<file path="src/rtl/multicycle_control.sv">
// Purpose : Moore control FSM sequencing a multicycle MIPS datapath (R-type, lw, sw, beq, load-imm).
// Latency : outputs decode from the registered state; R-type 4, lw 5, sw 4, beq 3, load-imm 4 cycles.
// Backpressure: FETCH/MEMRD/MEMWR hold while mem_ready=0 (HANDSHAKE=1); HANDSHAKE=0 never stalls.
//
// Ports:
//   clk, reset      rising-edge clock, synchronous active-high reset (forces all outputs to 0)
//   Op              opcode from IR[31:26], used only in DECODE and MEMADR
//   Zero            ALU zero flag; branch resolution happens in the datapath, so unused here
//   mem_ready       memory access completes this cycle
//   PCWrite .. PCSource   datapath control strobes and mux selects
//   illegal_op      one-cycle pulse in DECODE for an unsupported opcode
//   state           current state code (debug)
//
// Optional feature macro: MULTICYCLE_JUMP_EN adds the jump instruction (Op=000010, state JUMP=11).
module multicycle_control #(
    parameter int unsigned HANDSHAKE = 1
) (
    input  logic       clk,
    input  logic       reset,
    input  logic [5:0] Op,
    input  logic       Zero,
    input  logic       mem_ready,
    output logic       PCWrite,
    output logic       PCWriteCond,
    output logic       IorD,
    output logic       MemRead,
    output logic       MemWrite,
    output logic       IRWrite,
    output logic       MemtoReg,
    output logic       RegDst,
    output logic       RegWrite,
    output logic       ALUSrcA,
    output logic [1:0] ALUSrcB,
    output logic [1:0] ALUOp,
    output logic [1:0] PCSource,
    output logic       illegal_op,
    output logic [3:0] state
);

    typedef enum logic [3:0] {
        FETCH    = 4'd0,
        DECODE   = 4'd1,
        MEMADR   = 4'd2,
        MEMRD    = 4'd3,
        MEMWB    = 4'd4,
        MEMWR    = 4'd5,
        RTYPE_EX = 4'd6,
        RTYPE_WB = 4'd7,
        BEQ      = 4'd8,
        IMM_EX   = 4'd9,
        IMM_WB   = 4'd10,
        JUMP     = 4'd11
    } state_t;

    localparam logic [5:0] OP_RTYPE = 6'b000000;
    localparam logic [5:0] OP_LW    = 6'b100011;
    localparam logic [5:0] OP_SW    = 6'b101011;
    localparam logic [5:0] OP_BEQ   = 6'b000100;
    localparam logic [5:0] OP_LI    = 6'b100000;
`ifdef MULTICYCLE_JUMP_EN
    localparam logic [5:0] OP_J     = 6'b000010;
`endif

    state_t cur, nxt, dec;
    logic   rdy;
    logic   unused_zero;

    assign unused_zero = Zero;
    assign rdy         = (HANDSHAKE != 0) ? mem_ready : 1'b1;
    assign state       = cur;

    always_ff @(posedge clk) begin
        if (reset) begin
            cur <= FETCH;
        end else begin
            cur <= nxt;
        end
    end

    // While reset is high, decode an unused code so every output falls to 0
    // in the same cycle (e.g. MemWrite drops immediately mid-store).
    assign dec = reset ? state_t'(4'd15) : cur;

    always_comb begin
        nxt         = FETCH;
        PCWrite     = 1'b0;
        PCWriteCond = 1'b0;
        IorD        = 1'b0;
        MemRead     = 1'b0;
        MemWrite    = 1'b0;
        IRWrite     = 1'b0;
        MemtoReg    = 1'b0;
        RegDst      = 1'b0;
        RegWrite    = 1'b0;
        ALUSrcA     = 1'b0;
        ALUSrcB     = 2'b00;
        ALUOp       = 2'b00;
        PCSource    = 2'b00;
        illegal_op  = 1'b0;

        case (dec)
            FETCH: begin
                MemRead = 1'b1;
                ALUSrcB = 2'b01;
                // PC and IR load only on the completing cycle so the PC
                // advances exactly once per instruction.
                IRWrite = rdy;
                PCWrite = rdy;
                nxt     = rdy ? DECODE : FETCH;
            end
            DECODE: begin
                ALUSrcB = 2'b11;
                case (Op)
                    OP_RTYPE:     nxt = RTYPE_EX;
                    OP_LW, OP_SW: nxt = MEMADR;
                    OP_BEQ:       nxt = BEQ;
                    OP_LI:        nxt = IMM_EX;
`ifdef MULTICYCLE_JUMP_EN
                    OP_J:         nxt = JUMP;
`endif
                    default: begin
                        nxt        = FETCH;
                        illegal_op = 1'b1;
                    end
                endcase
            end
            MEMADR: begin
                ALUSrcA = 1'b1;
                ALUSrcB = 2'b10;
                nxt     = (Op == OP_LW) ? MEMRD : MEMWR;
            end
            MEMRD: begin
                MemRead = 1'b1;
                IorD    = 1'b1;
                nxt     = rdy ? MEMWB : MEMRD;
            end
            MEMWB: begin
                RegWrite = 1'b1;
                MemtoReg = 1'b1;
                nxt      = FETCH;
            end
            MEMWR: begin
                MemWrite = 1'b1;
                IorD     = 1'b1;
                nxt      = rdy ? FETCH : MEMWR;
            end
            RTYPE_EX: begin
                ALUSrcA = 1'b1;
                ALUOp   = 2'b10;
                nxt     = RTYPE_WB;
            end
            RTYPE_WB: begin
                RegWrite = 1'b1;
                RegDst   = 1'b1;
                nxt      = FETCH;
            end
            BEQ: begin
                ALUSrcA     = 1'b1;
                ALUOp       = 2'b01;
                PCWriteCond = 1'b1;
                PCSource    = 2'b01;
                nxt         = FETCH;
            end
            IMM_EX: begin
                ALUSrcA = 1'b1;
                ALUSrcB = 2'b10;
                nxt     = IMM_WB;
            end
            IMM_WB: begin
                RegWrite = 1'b1;
                nxt      = FETCH;
            end
`ifdef MULTICYCLE_JUMP_EN
            JUMP: begin
                PCWrite  = 1'b1;
                PCSource = 2'b10;
                nxt      = FETCH;
            end
`endif
            default: nxt = FETCH;
        endcase
    end

endmodule

</file>
<file path="config.mk">
export PLATFORM = sky130hd
export DESIGN_NAME = multicycle_control
export DESIGN_NICKNAME = d
export VERILOG_FILES = /design/src/rtl/multicycle_control.sv
export SDC_FILE = /design/constraint.sdc
export NUM_CORES = 1
export LEC_CHECK = 0
export CORE_MARGIN = 2
export CORE_UTILIZATION = 36
export DETAILED_ROUTE_END_ITERATION = 8
export PLACE_DENSITY = 0.78
export SYNTH_ARGS = -nofsm -noshare
export SYNTH_HDL_FRONTEND = slang
export SYNTH_SLANG_ARGS = --single-unit
</file>
<file path="constraint.sdc">
create_clock -name clk -period 1.6 [get_ports clk]
set_input_delay 0.32 -clock clk [delete_from_list [all_inputs] [get_ports clk]]
set_output_delay 0.32 -clock clk [all_outputs]
set_load 0.01 [all_outputs]
</file>
==> results.json <==
{
  "status": "finished with violations",
  "violations": "negative setup slack",
  "syn_avg_cell_area_sq_um": 6.88,
  "path_max_fanout": 5,
  "crit_path_start": "reset",
  "synth_commonest_cells": "10 x nor2_1, 7 x nand2_1, 5 x nor3_1",
  "drt-vias-per-instance": 5.51,
  "area_delta_synth_final_pct": 119,
  "grt_pass1_vias": 756,
  "clockPowerShare_pct": 32.4,
  "ys_ff_latch": 4,
  "yosysMostFrequentCell": "nor2_1",
  "grt_pass1_wl_mm": 3.34,
  "wl_per_cell_um": 16.1,
  "max_cap_violations": 0,
  "largest_reg_flops": 4,
  "fp.dieW_um": 41.6,
  "fmax_mhz": 616,
  "die_h_um": 41.6,
  "netlist_top_cells_area": "dfxtp_1 16%, nor2_1 7.4%, buf_4 5.9%, nand2_1 5.2%, nor2b_1 4.9%",
  "diodes": 0,
  "via_count": 788,
  "reg2reg_to": "state[1]",
  "grt.met2_usage_pct": 45.0,
  "worstSkewPairLatency_ns": 0.23,
  "min_period_ns": 1.62,
  "yosysWarnings": 0,
  "synthSimpleGateAreaFrac_pct": 47.7,
  "cts.sinks": 4,
  "p_switching_uw": 122,
  "rsz0062_at_grt": "yes",
  "post-place-ws_ns": -0.698,
  "grtUsageMet3_pct": 4.35,
  "grt_max_degree": 10,
  "dp.cells": 135,
  "syn_area_sq_um": 509,
  "antenna_found_initial": 0,
  "synth.largest_area_cell": "dfxtp_1",
  "muxShareOfSynthArea_pct": 1.97,
  "dieArea_sq_mm": 0.00173,
  "synth_compound_area_share_pct": 17.4,
  "internal_power_uw": 265,
  "gp_congestion": 0.823,
  "nets": 140,
  "yosysUniqueCellTypes": 31,
  "p_leak_uw": 0.000575,
  "power_frac_seq_pct": 26.6,
  "syn_nets": 84,
  "swShare_pct": 31.6,
  "synth_top_family_by_area": "simple AND/OR/NAND/NOR gates",
  "clk_pin_slew_worst_paths_ns": 0.04,
  "synth-async-reset-ratio_pct": 0,
  "drt_first_pass_iters": 4,
  "syn_inst": 74,
  "portBuffers": 28,
  "worstPathArrival_ns": 1.30,
  "power_frac_comb_pct": 41.0,
  "grt_use_total_pct": 24.7,
  "clockBufferDepth": 2,
  "setup_slack_ns": -0.0241,
  "power_density_mw_per_mm2": 346,
  "fin_skew_ns": 0.00386,
  "initial_utilization_pct": 38.7,
  "postCtsHoldBufs": 0,
  "synth_top_area_share_pct": 15.7,
  "crit_path_end": "illegal_op",
  "drc": 0,
  "startpoint_type": "primary input",
  "layout.cells.non_filler": 143,
  "final.period_utilization_pct": 102,
  "cts_root_buf": "clkbuf_4",
  "hpwlAfterDp_mm": 1.37,
  "hold_class": "primary input to flip-flop",
  "drt_iter0_markers": 13,
  "global_route.usage.met1_pct": 29.1,
  "numCtsBuffers": 3,
  "ios": 31,
  "rrSetupSlack_ns": 0.12,
  "endpoint_kind": "output pin",
  "htreeDepth": 1,
  "drive_gt1_share_pct": 64.1,
  "core_area_sq_mm": 0.00132,
  "cp.required_ns": 1.28,
  "synth_edf_count": 0,
  "irDropWorstVdd_v": 0.000281,
  "synth_xor_area_share_pct": 3.44,
  "worst-r2r-cell-count": 7,
  "num_rows": 13,
  "slew_viol_final": 0,
  "fill_cells": 74,
  "yosysSeqAreaShare_pct": 15.7,
  "cts_tree": "built",
  "worstSetupPathType": "primary input to output pin",
  "busiest_layer": "met2",
  "finalWirelength_mm": 2.30,
  "finalSetupViolCount": 3,
  "antenna_left": 0,
  "synth_fa_ha_area_share_pct": 0,
  "fin_setup_tns_ns": -0.0393,
  "grt.overflow.total": 0,
  "r2r-start": "state[3]",
  "hold_violations": 0,
  "synthFlopType": "dfxtp_1"
}
[what timing repair did]
item,CTS,global route
pin swaps,4,6
resized for setup,96,24
endpoints found under the hold margin,0,0
buffers inserted,3,2
setup endpoints to repair,23,19
[worst min path at each step]
stage / startpoint / to / slack (ns) / depth (start not counted)
2_1_floorplan: mem_ready / state[1] / 0.45 / 1
5_1_grt: Op[4] / state[3] / 0.57 / 4
6_report: Op[4] / state[3] / 0.55 / 4
3_3_place_gp: state[2] / state[3] / 0.61 / 2
3_5_place_dp: state[2] / state[3] / 0.62 / 2
4_1_cts: state[2] / state[3] / 0.58 / 2
[layer usage]
metal | part of all wire [%] | vias up | routed length [um]
met4 | 1.7 | 0 | 40
met2 | 55 | 30 | 1270
met3 | 5.3 | 5 | 123
met1 | 38 | 384 | 870
li1 | - | 369 | -
met5 | 0 | - | 0
[cells by family (layout without fill, tap and decap cells)]
kind of cell,after synthesis,count (layout)
flops,4,4
simple gates,44,44
other cells,1,1
mux,1,1
compound gates,13,13
buf+inv,9,63
xor+xnor,2,2
[per-stage QoR]
step	hold WS (ns)	utilization, %	instance area (sq um)	total power, uW
5_1_grt	0.574	84.7	1120	404
6_report	0.545	84.7	1120	387
2_1_floorplan	0.455	-	512	162
4_1_cts	0.584	77.3	1020	370
3_5_place_dp	0.616	71.9	947	243
3_3_place_gp	0.610	71.9	947	239
[layout make-up]
class | count | area (sq um) | area share, %
timing repair buffer | 60 | 462 | 41.4
tap | 15 | 18.8 | 1.68
clock buffer | 3 | 22.5 | 2.02
multi-input combinational | 61 | 520 | 46.6
sequential | 4 | 92.6 | 8.30
[placed cells by master (no fill, tap or decap), types with 3 or more instances in the layout]
| cell type | n |
|---|---|
| nor2b_4 | 3 |
| dlygate4sd2_1 | 6 |
| nor3_4 | 3 |
| and3_1 | 3 |
| dlymetal6s2s_1 | 4 |
| buf_6 | 5 |
| nor2_1 | 6 |
| dfxtp_4 | 3 |
| buf_4 | 27 |
| clkbuf_4 | 3 |
| nor3_2 | 3 |
| nand2_1 | 5 |
| buf_2 | 15 |
[worst max-delay path, cell delays in order]
cell	delay [ns]
dlygate4sd2_1	0.25
or3_4	0.42
nor3_2	0.16
buf_2	0.15
[power by group through the flow]
stage / logic [uW] / clock network [uW] / registers [uW]
3_5_place_dp: 136 / 0 / 106
2_1_floorplan: 56.6 / 0 / 106
5_1_grt: 167 / 134 / 103
4_1_cts: 141 / 123 / 105
3_3_place_gp: 133 / 0 / 106
6_report: 159 / 125 / 103
No activity file was read; power rests on OpenSTA's default activity.
